--- src/rtl/vcm_i2c_write_sequencer_pkg.sv ---
// Shared types and defaults for the VCM I2C write sequencer.
// Optional NACK retry is enabled by the VCM_I2C_RETRY_EN macro.
package vcm_i2c_pkg;

  localparam int CtrW = 20;

  localparam logic [7:0] SLAVE_ADDR_DEF = 8'h18;
  localparam logic [CtrW-1:0] TIMEOUT_DEF = 20'd400000;

  typedef enum logic [2:0] {
    IDLE,
    GO_HI,
    WAIT_START,
    WAIT_DONE,
    RECOVER,
    DONE
  } state_e;

  typedef enum logic {
    OWN0 = 1'b0,
    OWN1 = 1'b1
  } owner_e;

endpackage

--- src/rtl/vcm_i2c_write_sequencer_if.sv ---
// Requester and engine signals of the VCM I2C write sequencer.
// slave: sequencer view, master: requesters plus engine view.
interface vcm_i2c_write_sequencer_if;

  logic       REQ0;
  logic [7:0] PTR0;
  logic       REQ1;
  logic [7:0] PTR1;
  logic       GNT0;
  logic       GNT1;
  logic       DONE0;
  logic       DONE1;
  logic       ST_ACK;
  logic       ST_TO;
  logic       BUSY;
  logic       ENG_GO;
  logic [7:0] ENG_POINTER;
  logic [7:0] ENG_SLAVE_ADDRESS;
  logic       ENG_END_OK;
  logic       ENG_ACK_OK;
  logic       ENG_RESET_N;

  modport slave (
    input  REQ0, PTR0, REQ1, PTR1,
    input  ENG_END_OK, ENG_ACK_OK,
    output GNT0, GNT1, DONE0, DONE1,
    output ST_ACK, ST_TO, BUSY,
    output ENG_GO, ENG_POINTER,
    output ENG_SLAVE_ADDRESS, ENG_RESET_N
  );

  modport master (
    output REQ0, PTR0, REQ1, PTR1,
    output ENG_END_OK, ENG_ACK_OK,
    input  GNT0, GNT1, DONE0, DONE1,
    input  ST_ACK, ST_TO, BUSY,
    input  ENG_GO, ENG_POINTER,
    input  ENG_SLAVE_ADDRESS, ENG_RESET_N
  );

endinterface

--- src/rtl/vcm_i2c_timeout_ctr.sv ---
// Saturating cycle counter with clear, enable and expiry flag.
// expired_o is high on the last cycle of a limit_i-cycle window.
module vcm_i2c_timeout_ctr #(
  parameter int W = 20
) (
  input  logic         clk_i,
  input  logic         rst_ni,
  input  logic         clr_i,
  input  logic         en_i,
  input  logic [W-1:0] limit_i,
  output logic         expired_o
);

  logic [W-1:0] cnt_q;

  // count up while enabled, stick at all-ones, clear wins
  always_ff @(posedge clk_i or negedge rst_ni) begin
    if (!rst_ni) begin
      cnt_q <= '0;
    end else if (clr_i) begin
      cnt_q <= '0;
    end else if (en_i && (cnt_q != '1)) begin
      cnt_q <= cnt_q + W'(1);
    end
  end

  assign expired_o = (cnt_q == (limit_i - W'(1)));

endmodule

--- src/rtl/vcm_i2c_write_sequencer.sv ---
// Arbitrates two requesters onto one VCM I2C write engine.
// VCM_I2C_RETRY_EN adds automatic re-arm on pointer NACK.
module vcm_i2c_write_sequencer
  import vcm_i2c_pkg::*;
#(
  parameter logic [7:0]      SLAVE_ADDR = SLAVE_ADDR_DEF,
  parameter int              GO_HOLD    = 4,
  parameter logic [CtrW-1:0] TIMEOUT    = TIMEOUT_DEF,
  parameter int              RST_HOLD   = 4,
  parameter int              RETRY_MAX  = 2
) (
  input logic PT_CK,
  input logic RESET_N,
  vcm_i2c_write_sequencer_if.slave bus
);

  localparam logic [CtrW-1:0] GoLim  = CtrW'(GO_HOLD);
  localparam logic [CtrW-1:0] RstLim = CtrW'(RST_HOLD);

  if ((GO_HOLD < 2) || (RST_HOLD < 1) ||
      (RETRY_MAX < 0) || (RETRY_MAX > 15)) begin : g_bad_cfg
    $error("vcm_i2c_write_sequencer: bad parameters");
  end

  state_e     state_q;
  owner_e     owner_q;
  logic [7:0] ptr_q;
  logic       go_q;
  logic       eng_rst_n_q;
  logic       busy_q;
  logic       gnt0_q;
  logic       gnt1_q;
  logic       done0_q;
  logic       done1_q;
  logic       ack_q;
  logic       to_q;

  logic            ctr_clr;
  logic            ctr_en;
  logic [CtrW-1:0] ctr_lim;
  logic            ctr_exp;
  logic            retry_go;

  // one shared counter: hold window, timeout budget, reset hold
  always_comb begin
    ctr_clr = 1'b1;
    ctr_en  = 1'b0;
    ctr_lim = TIMEOUT;
    unique case (state_q)
      GO_HI: begin
        ctr_lim = GoLim;
        ctr_en  = 1'b1;
        ctr_clr = ctr_exp;
      end
      WAIT_START: begin
        ctr_en  = 1'b1;
        ctr_clr = ctr_exp;
      end
      WAIT_DONE: begin
        ctr_en  = 1'b1;
        ctr_clr = ctr_exp | bus.ENG_END_OK;
      end
      RECOVER: begin
        ctr_lim = RstLim;
        ctr_en  = 1'b1;
        ctr_clr = ctr_exp;
      end
      default: ctr_clr = 1'b1;
    endcase
  end

  vcm_i2c_timeout_ctr #(
    .W(CtrW)
  ) u_ctr (
    .clk_i     (PT_CK),
    .rst_ni    (RESET_N),
    .clr_i     (ctr_clr),
    .en_i      (ctr_en),
    .limit_i   (ctr_lim),
    .expired_o (ctr_exp)
  );

`ifdef VCM_I2C_RETRY_EN
  logic [3:0] retry_q;

  assign retry_go = !bus.ENG_ACK_OK &&
                    (retry_q < 4'(RETRY_MAX));

  // attempt count, reset while idle so each grant starts fresh
  always_ff @(posedge PT_CK or negedge RESET_N) begin
    if (!RESET_N) begin
      retry_q <= '0;
    end else if (state_q == IDLE) begin
      retry_q <= '0;
    end else if ((state_q == WAIT_DONE) && !ctr_exp &&
                 bus.ENG_END_OK && retry_go) begin
      retry_q <= retry_q + 4'd1;
    end
  end
`else
  assign retry_go = 1'b0;
`endif

  // main sequencer with registered outputs
  always_ff @(posedge PT_CK or negedge RESET_N) begin
    if (!RESET_N) begin
      state_q     <= IDLE;
      owner_q     <= OWN0;
      ptr_q       <= '0;
      go_q        <= 1'b0;
      eng_rst_n_q <= 1'b1;
      busy_q      <= 1'b0;
      gnt0_q      <= 1'b0;
      gnt1_q      <= 1'b0;
      done0_q     <= 1'b0;
      done1_q     <= 1'b0;
      ack_q       <= 1'b0;
      to_q        <= 1'b0;
    end else begin
      gnt0_q  <= 1'b0;
      gnt1_q  <= 1'b0;
      done0_q <= 1'b0;
      done1_q <= 1'b0;
      unique case (state_q)
        IDLE: begin
          if (bus.REQ0) begin
            gnt0_q  <= 1'b1;
            ptr_q   <= bus.PTR0;
            owner_q <= OWN0;
            go_q    <= 1'b1;
            busy_q  <= 1'b1;
            state_q <= GO_HI;
          end else if (bus.REQ1) begin
            gnt1_q  <= 1'b1;
            ptr_q   <= bus.PTR1;
            owner_q <= OWN1;
            go_q    <= 1'b1;
            busy_q  <= 1'b1;
            state_q <= GO_HI;
          end
        end
        GO_HI: begin
          if (ctr_exp) begin
            go_q    <= 1'b0;
            state_q <= WAIT_START;
          end
        end
        WAIT_START: begin
          if (ctr_exp) begin
            eng_rst_n_q <= 1'b0;
            go_q        <= 1'b0;
            state_q     <= RECOVER;
          end else if (!bus.ENG_END_OK) begin
            state_q <= WAIT_DONE;
          end
        end
        WAIT_DONE: begin
          if (ctr_exp) begin
            eng_rst_n_q <= 1'b0;
            go_q        <= 1'b0;
            state_q     <= RECOVER;
          end else if (bus.ENG_END_OK) begin
            if (retry_go) begin
              go_q    <= 1'b1;
              state_q <= GO_HI;
            end else begin
              ack_q   <= bus.ENG_ACK_OK;
              to_q    <= 1'b0;
              done0_q <= (owner_q == OWN0);
              done1_q <= (owner_q == OWN1);
              state_q <= DONE;
            end
          end
        end
        RECOVER: begin
          if (ctr_exp) begin
            eng_rst_n_q <= 1'b1;
            ack_q       <= 1'b0;
            to_q        <= 1'b1;
            done0_q     <= (owner_q == OWN0);
            done1_q     <= (owner_q == OWN1);
            state_q     <= DONE;
          end
        end
        DONE: begin
          busy_q  <= 1'b0;
          ack_q   <= 1'b0;
          to_q    <= 1'b0;
          state_q <= IDLE;
        end
        default: state_q <= IDLE;
      endcase
    end
  end

  assign bus.GNT0              = gnt0_q;
  assign bus.GNT1              = gnt1_q;
  assign bus.DONE0             = done0_q;
  assign bus.DONE1             = done1_q;
  assign bus.ST_ACK            = ack_q;
  assign bus.ST_TO             = to_q;
  assign bus.BUSY              = busy_q;
  assign bus.ENG_GO            = go_q;
  assign bus.ENG_POINTER       = ptr_q;
  assign bus.ENG_SLAVE_ADDRESS = SLAVE_ADDR;
  assign bus.ENG_RESET_N       = eng_rst_n_q;

endmodule

--- src/flat_wrapper.sv ---
// flat-port wrapper written by rule: the top's interface ports become plain ports
module vcm_i2c_write_sequencer_flat import vcm_i2c_pkg::*;
#(
  parameter logic [7:0]      SLAVE_ADDR = SLAVE_ADDR_DEF,
  parameter int              GO_HOLD    = 4,
  parameter logic [CtrW-1:0] TIMEOUT    = TIMEOUT_DEF,
  parameter int              RST_HOLD   = 4,
  parameter int              RETRY_MAX  = 2
)
  (PT_CK, RESET_N, bus_REQ0, bus_PTR0, bus_REQ1, bus_PTR1, bus_ENG_END_OK, bus_ENG_ACK_OK, bus_GNT0, bus_GNT1, bus_DONE0, bus_DONE1, bus_ST_ACK, bus_ST_TO, bus_BUSY, bus_ENG_GO, bus_ENG_POINTER, bus_ENG_SLAVE_ADDRESS, bus_ENG_RESET_N);
  vcm_i2c_write_sequencer_if bus_i ();
  input logic PT_CK;
  input logic RESET_N;
  input wire logic [$bits(bus_i.REQ0)-1:0] bus_REQ0;
  input wire logic [$bits(bus_i.PTR0)-1:0] bus_PTR0;
  input wire logic [$bits(bus_i.REQ1)-1:0] bus_REQ1;
  input wire logic [$bits(bus_i.PTR1)-1:0] bus_PTR1;
  input wire logic [$bits(bus_i.ENG_END_OK)-1:0] bus_ENG_END_OK;
  input wire logic [$bits(bus_i.ENG_ACK_OK)-1:0] bus_ENG_ACK_OK;
  output wire logic [$bits(bus_i.GNT0)-1:0] bus_GNT0;
  output wire logic [$bits(bus_i.GNT1)-1:0] bus_GNT1;
  output wire logic [$bits(bus_i.DONE0)-1:0] bus_DONE0;
  output wire logic [$bits(bus_i.DONE1)-1:0] bus_DONE1;
  output wire logic [$bits(bus_i.ST_ACK)-1:0] bus_ST_ACK;
  output wire logic [$bits(bus_i.ST_TO)-1:0] bus_ST_TO;
  output wire logic [$bits(bus_i.BUSY)-1:0] bus_BUSY;
  output wire logic [$bits(bus_i.ENG_GO)-1:0] bus_ENG_GO;
  output wire logic [$bits(bus_i.ENG_POINTER)-1:0] bus_ENG_POINTER;
  output wire logic [$bits(bus_i.ENG_SLAVE_ADDRESS)-1:0] bus_ENG_SLAVE_ADDRESS;
  output wire logic [$bits(bus_i.ENG_RESET_N)-1:0] bus_ENG_RESET_N;
  assign bus_i.REQ0 = bus_REQ0;
  assign bus_i.PTR0 = bus_PTR0;
  assign bus_i.REQ1 = bus_REQ1;
  assign bus_i.PTR1 = bus_PTR1;
  assign bus_i.ENG_END_OK = bus_ENG_END_OK;
  assign bus_i.ENG_ACK_OK = bus_ENG_ACK_OK;
  assign bus_GNT0 = bus_i.GNT0;
  assign bus_GNT1 = bus_i.GNT1;
  assign bus_DONE0 = bus_i.DONE0;
  assign bus_DONE1 = bus_i.DONE1;
  assign bus_ST_ACK = bus_i.ST_ACK;
  assign bus_ST_TO = bus_i.ST_TO;
  assign bus_BUSY = bus_i.BUSY;
  assign bus_ENG_GO = bus_i.ENG_GO;
  assign bus_ENG_POINTER = bus_i.ENG_POINTER;
  assign bus_ENG_SLAVE_ADDRESS = bus_i.ENG_SLAVE_ADDRESS;
  assign bus_ENG_RESET_N = bus_i.ENG_RESET_N;
  vcm_i2c_write_sequencer #(.SLAVE_ADDR(SLAVE_ADDR), .GO_HOLD(GO_HOLD), .TIMEOUT(TIMEOUT), .RST_HOLD(RST_HOLD), .RETRY_MAX(RETRY_MAX)) u_core (.PT_CK(PT_CK), .RESET_N(RESET_N), .bus(bus_i));
endmodule
--- config.mk ---
export PLATFORM = sky130hd
export DESIGN_NAME = vcm_i2c_write_sequencer_flat
export DESIGN_NICKNAME = d
export VERILOG_FILES = /design/src/rtl/vcm_i2c_write_sequencer_pkg.sv /design/src/rtl/vcm_i2c_write_sequencer_if.sv /design/src/rtl/vcm_i2c_timeout_ctr.sv /design/src/rtl/vcm_i2c_write_sequencer.sv /design/src/flat_wrapper.sv
export SDC_FILE = /design/constraint.sdc
export NUM_CORES = 1
export LEC_CHECK = 0
export BUFFER_PORTS_ARGS = -buffer_cell sky130_fd_sc_hd__buf_2
export CAP_MARGIN = 15
export CORE_UTILIZATION = 30
export CTS_BUF_LIST = sky130_fd_sc_hd__clkbuf_8
export DETAILED_ROUTE_END_ITERATION = 8
export GPL_TIMING_DRIVEN = 1
export HOLD_SLACK_MARGIN = 0.03
export PLACE_DENSITY = 0.6
export SLEW_MARGIN = 10
export SYNTH_ARGS = -nofsm -noshare
export SYNTH_HDL_FRONTEND = slang
export SYNTH_HIERARCHICAL = 1
export SYNTH_SLANG_ARGS = --single-unit
--- constraint.sdc ---
create_clock -name PT_CK -period 10.3 [get_ports PT_CK]
set_clock_uncertainty 0.2 [all_clocks]
set_input_delay 0 -clock PT_CK [delete_from_list [all_inputs] [get_ports PT_CK]]
set_output_delay 0 -clock PT_CK [all_outputs]
set_load 0.05 [all_outputs]
==> metrics <==
core area 9330 um2; Syn Inst Count 316; clock sinks 41; synth top area cells dfrtp_1 (34%), xnor2_1 (6.9%), xor2_1 (4.2%); critical path, cell by cell xor2_1 -> nor2b_1 -> inv_1 -> or3_4 -> or2_4 -> or4_4 -> nor4_2 -> a211oi_1 -> nor4_2 -> nand4b_1 -> mux2i_1 -> dlygate4sd3_1 -> o21ai_0; Fin. Hold Viols 0; Die H 101 um; crit-path max cell delay 0.71 ns; Critical Path Start u_core/state_q[2]; Placer Congestion 0.815; vias per inst 4.43; post-synth cell types 60; DR vias 2420; Max Slew Vio Count 0; DR WL met3 246 um; Reg clk slew, reported paths 0.08 ns; register area 1030 um2; largest net degree at the start of global routing 42; Max clock buf depth 2; Root Driver clkbuf_8; CP Launch Type flop; post-detail-place hpwl 4470 um; DR top layer met4; r2r startpoint u_core/state_q[2]; filler instances 918; CP required 10.26 ns; Period Utilization, post-route 0.550; Post-Route Setup TNS 0 ns; first-pass GRT wire length 10600 um; Setup CP Type reg -> reg; CTS Buf Count 5; synth warn 6; Peak VDD IR 132 uV; Post CTS Setup Buffer Count 0; multi-input logic area 1920 um2; overall die area 10100 um2; Max-Cap Viols 0; top-area cell type share of the netlist area 0.342; Tmin final 5.67 ns; family with the most delay on the worst path simple AND/OR/NAND/NOR gates; Worst EP arrival 5.63 ns; status finished clean; diode count 0; vias in the first global route 2402; CP Max Fanout 31; drt drc 0; Worst Tran Pin Value 0.894 ns; IO Pins 47; crit end category flop; Slew Limit Headroom 0.404; Final nets 440; power density over the cells 158 nW/um2; # rows 35; Crit-path slowest cell nor4_2; GRT Residual Overflow 0; IO buf count 38; worst hold path type in -> async; Antenna Nets Post-Route 0; crit-path most repeated cell nor4_2; reg2reg setup slack 4.63 ns; CTS tree done; share of cells above drive strength 1 0.182; Static Leak 0.00160 uW; synthesized cell area 2930 um2; ys flop type dfrtp_1; Total Wirelength 6190 um; area grow syn2layout 25.0%; GRT Total Usage 0.130; wire per inst 11.3 um; initial core utilization 0.314; largest area contributor in the netlist dfrtp_1; Die Wd 101 um; Fmax 0.176 GHz; #FFs+latches synth 41; register area share after synthesis 0.351; routed wl met2 3050 um; initial antenna violation count 0; Worst-Skew Late Latency 0.29 ns; H-tree levels 2; RSZ-0062 raised after global routing no; wl on met1 2860 um; TritonRoute pass-1 iters 4; total power 579 uW; Post-synth EDFFs 0; share of flip-flops with an asynchronous set or reset 1.00; Mean Syn Cell Area 9.26 um2; final setup vio count 0; first-iteration detailed-routing DRC count 78; Buf/Inv on CP 2
[metal layers]
layer	vias up	GRT usage
met2	55	0.238
met4	0	0.0167
met5	-	0
met3	6	0.0291
met1	1104	0.161
li1	1255	-
[registers in the layout, summed over array words and instances (netlist names)]
name,count
u_core/bus.ST_ACK,1
u_core/bus.DONE0,1
u_core/bus.ENG_RESET_N,1
u_core/state_q,3
u_core/bus.GNT1,1
u_core/bus.ENG_GO,1
u_core/bus.ENG_POINTER,8
u_core/u_ctr/cnt_q,20
u_core/bus.ST_TO,1
u_core/owner_q,1
u_core/bus.DONE1,1
u_core/bus.BUSY,1
u_core/bus.GNT0,1
[through the flow]
step	setup WS (ns)	cell area, um2	util	hold WS, ns	cells
3_5_place_dp	5.02	3340	0.358	-0.0189	515
5_1_grt	4.16	3660	0.392	0.244	546
3_3_place_gp	5.22	3340	0.358	-0.0203	515
2_1_floorplan	5.65	3140	-	-0.496	373
6_report	4.63	3660	0.392	0.164	546
4_1_cts	4.65	3660	0.392	0.198	546
[final timing paths]
kind / endpoint / cells past startpoint
min in group PT_CK: u_core/bus.ENG_RESET_N / 2
setup / recovery: u_core/bus.ST_ACK / 13
hold reg to reg: u_core/bus.ENG_RESET_N / 2
setup reg to reg: u_core/bus.ST_ACK / 13
max in group asynchronous: u_core/u_ctr/cnt_q[18] / 2
hold / removal: u_core/bus.ST_TO / 2
[final cells by class]
class,count,share of cell area
Multi-Input combinational cell,298,0.526
Inverter,9,0.00924
Sequential cell,41,0.281
Clock buffer,5,0.0188
Tap cell,129,0.0441
Clock inverter,3,0.00582
Timing Repair Buffer,61,0.115
[layout by cell type (no fill, tap or decap), drive strengths merged, types with 13 or more instances in the layout]
cell and instances:
conb 59, dfrtp 40, buf 38, nor2 31
dlygate4sd3 23, xnor2 23, mux2 17, xor2 14
nand2 14, nor3 13
[synth_stat cells, types with 9 or more instances]
| master | number |
|---|---|
| dfrtp_1 | 40 |
| nor2_1 | 31 |
| xnor2_1 | 23 |
| nand2_1 | 14 |
| xor2_1 | 14 |
| nor3_1 | 13 |
| a21oi_1 | 10 |
| clkbuf_1 | 10 |
| nand2b_1 | 10 |
| buf_4 | 9 |
| inv_1 | 9 |
| o21ai_0 | 9 |
[logic make-up after synthesis]
| group | after synthesis | share of synthesized area |
|---|---|---|
| simple gates | 127 | 0.248 |
| compound gates | 48 | 0.112 |
| flops | 41 | 0.351 |
| xor+xnor | 37 | 0.111 |
| buf+inv | 34 | 0.0642 |
| mux | 25 | 0.103 |
| fa+ha+maj | 2 | 0.00855 |
| other cells | 2 | 0.00257 |
[power by group]
group          internal, uW  switching (uW)
clock network          48.1            60.0
logic                  95.8             150
registers               192            32.5
total                   336             243
[what timing repair did]
action / in CTS / in global routing
endpoints found under the setup margin: 0 / 0
hold endpoints to repair: 57 / 0
hold buffers: 23 / 0
gates resized for setup: 0 / 0
Note: power is estimated with default switching activity, not from simulation.
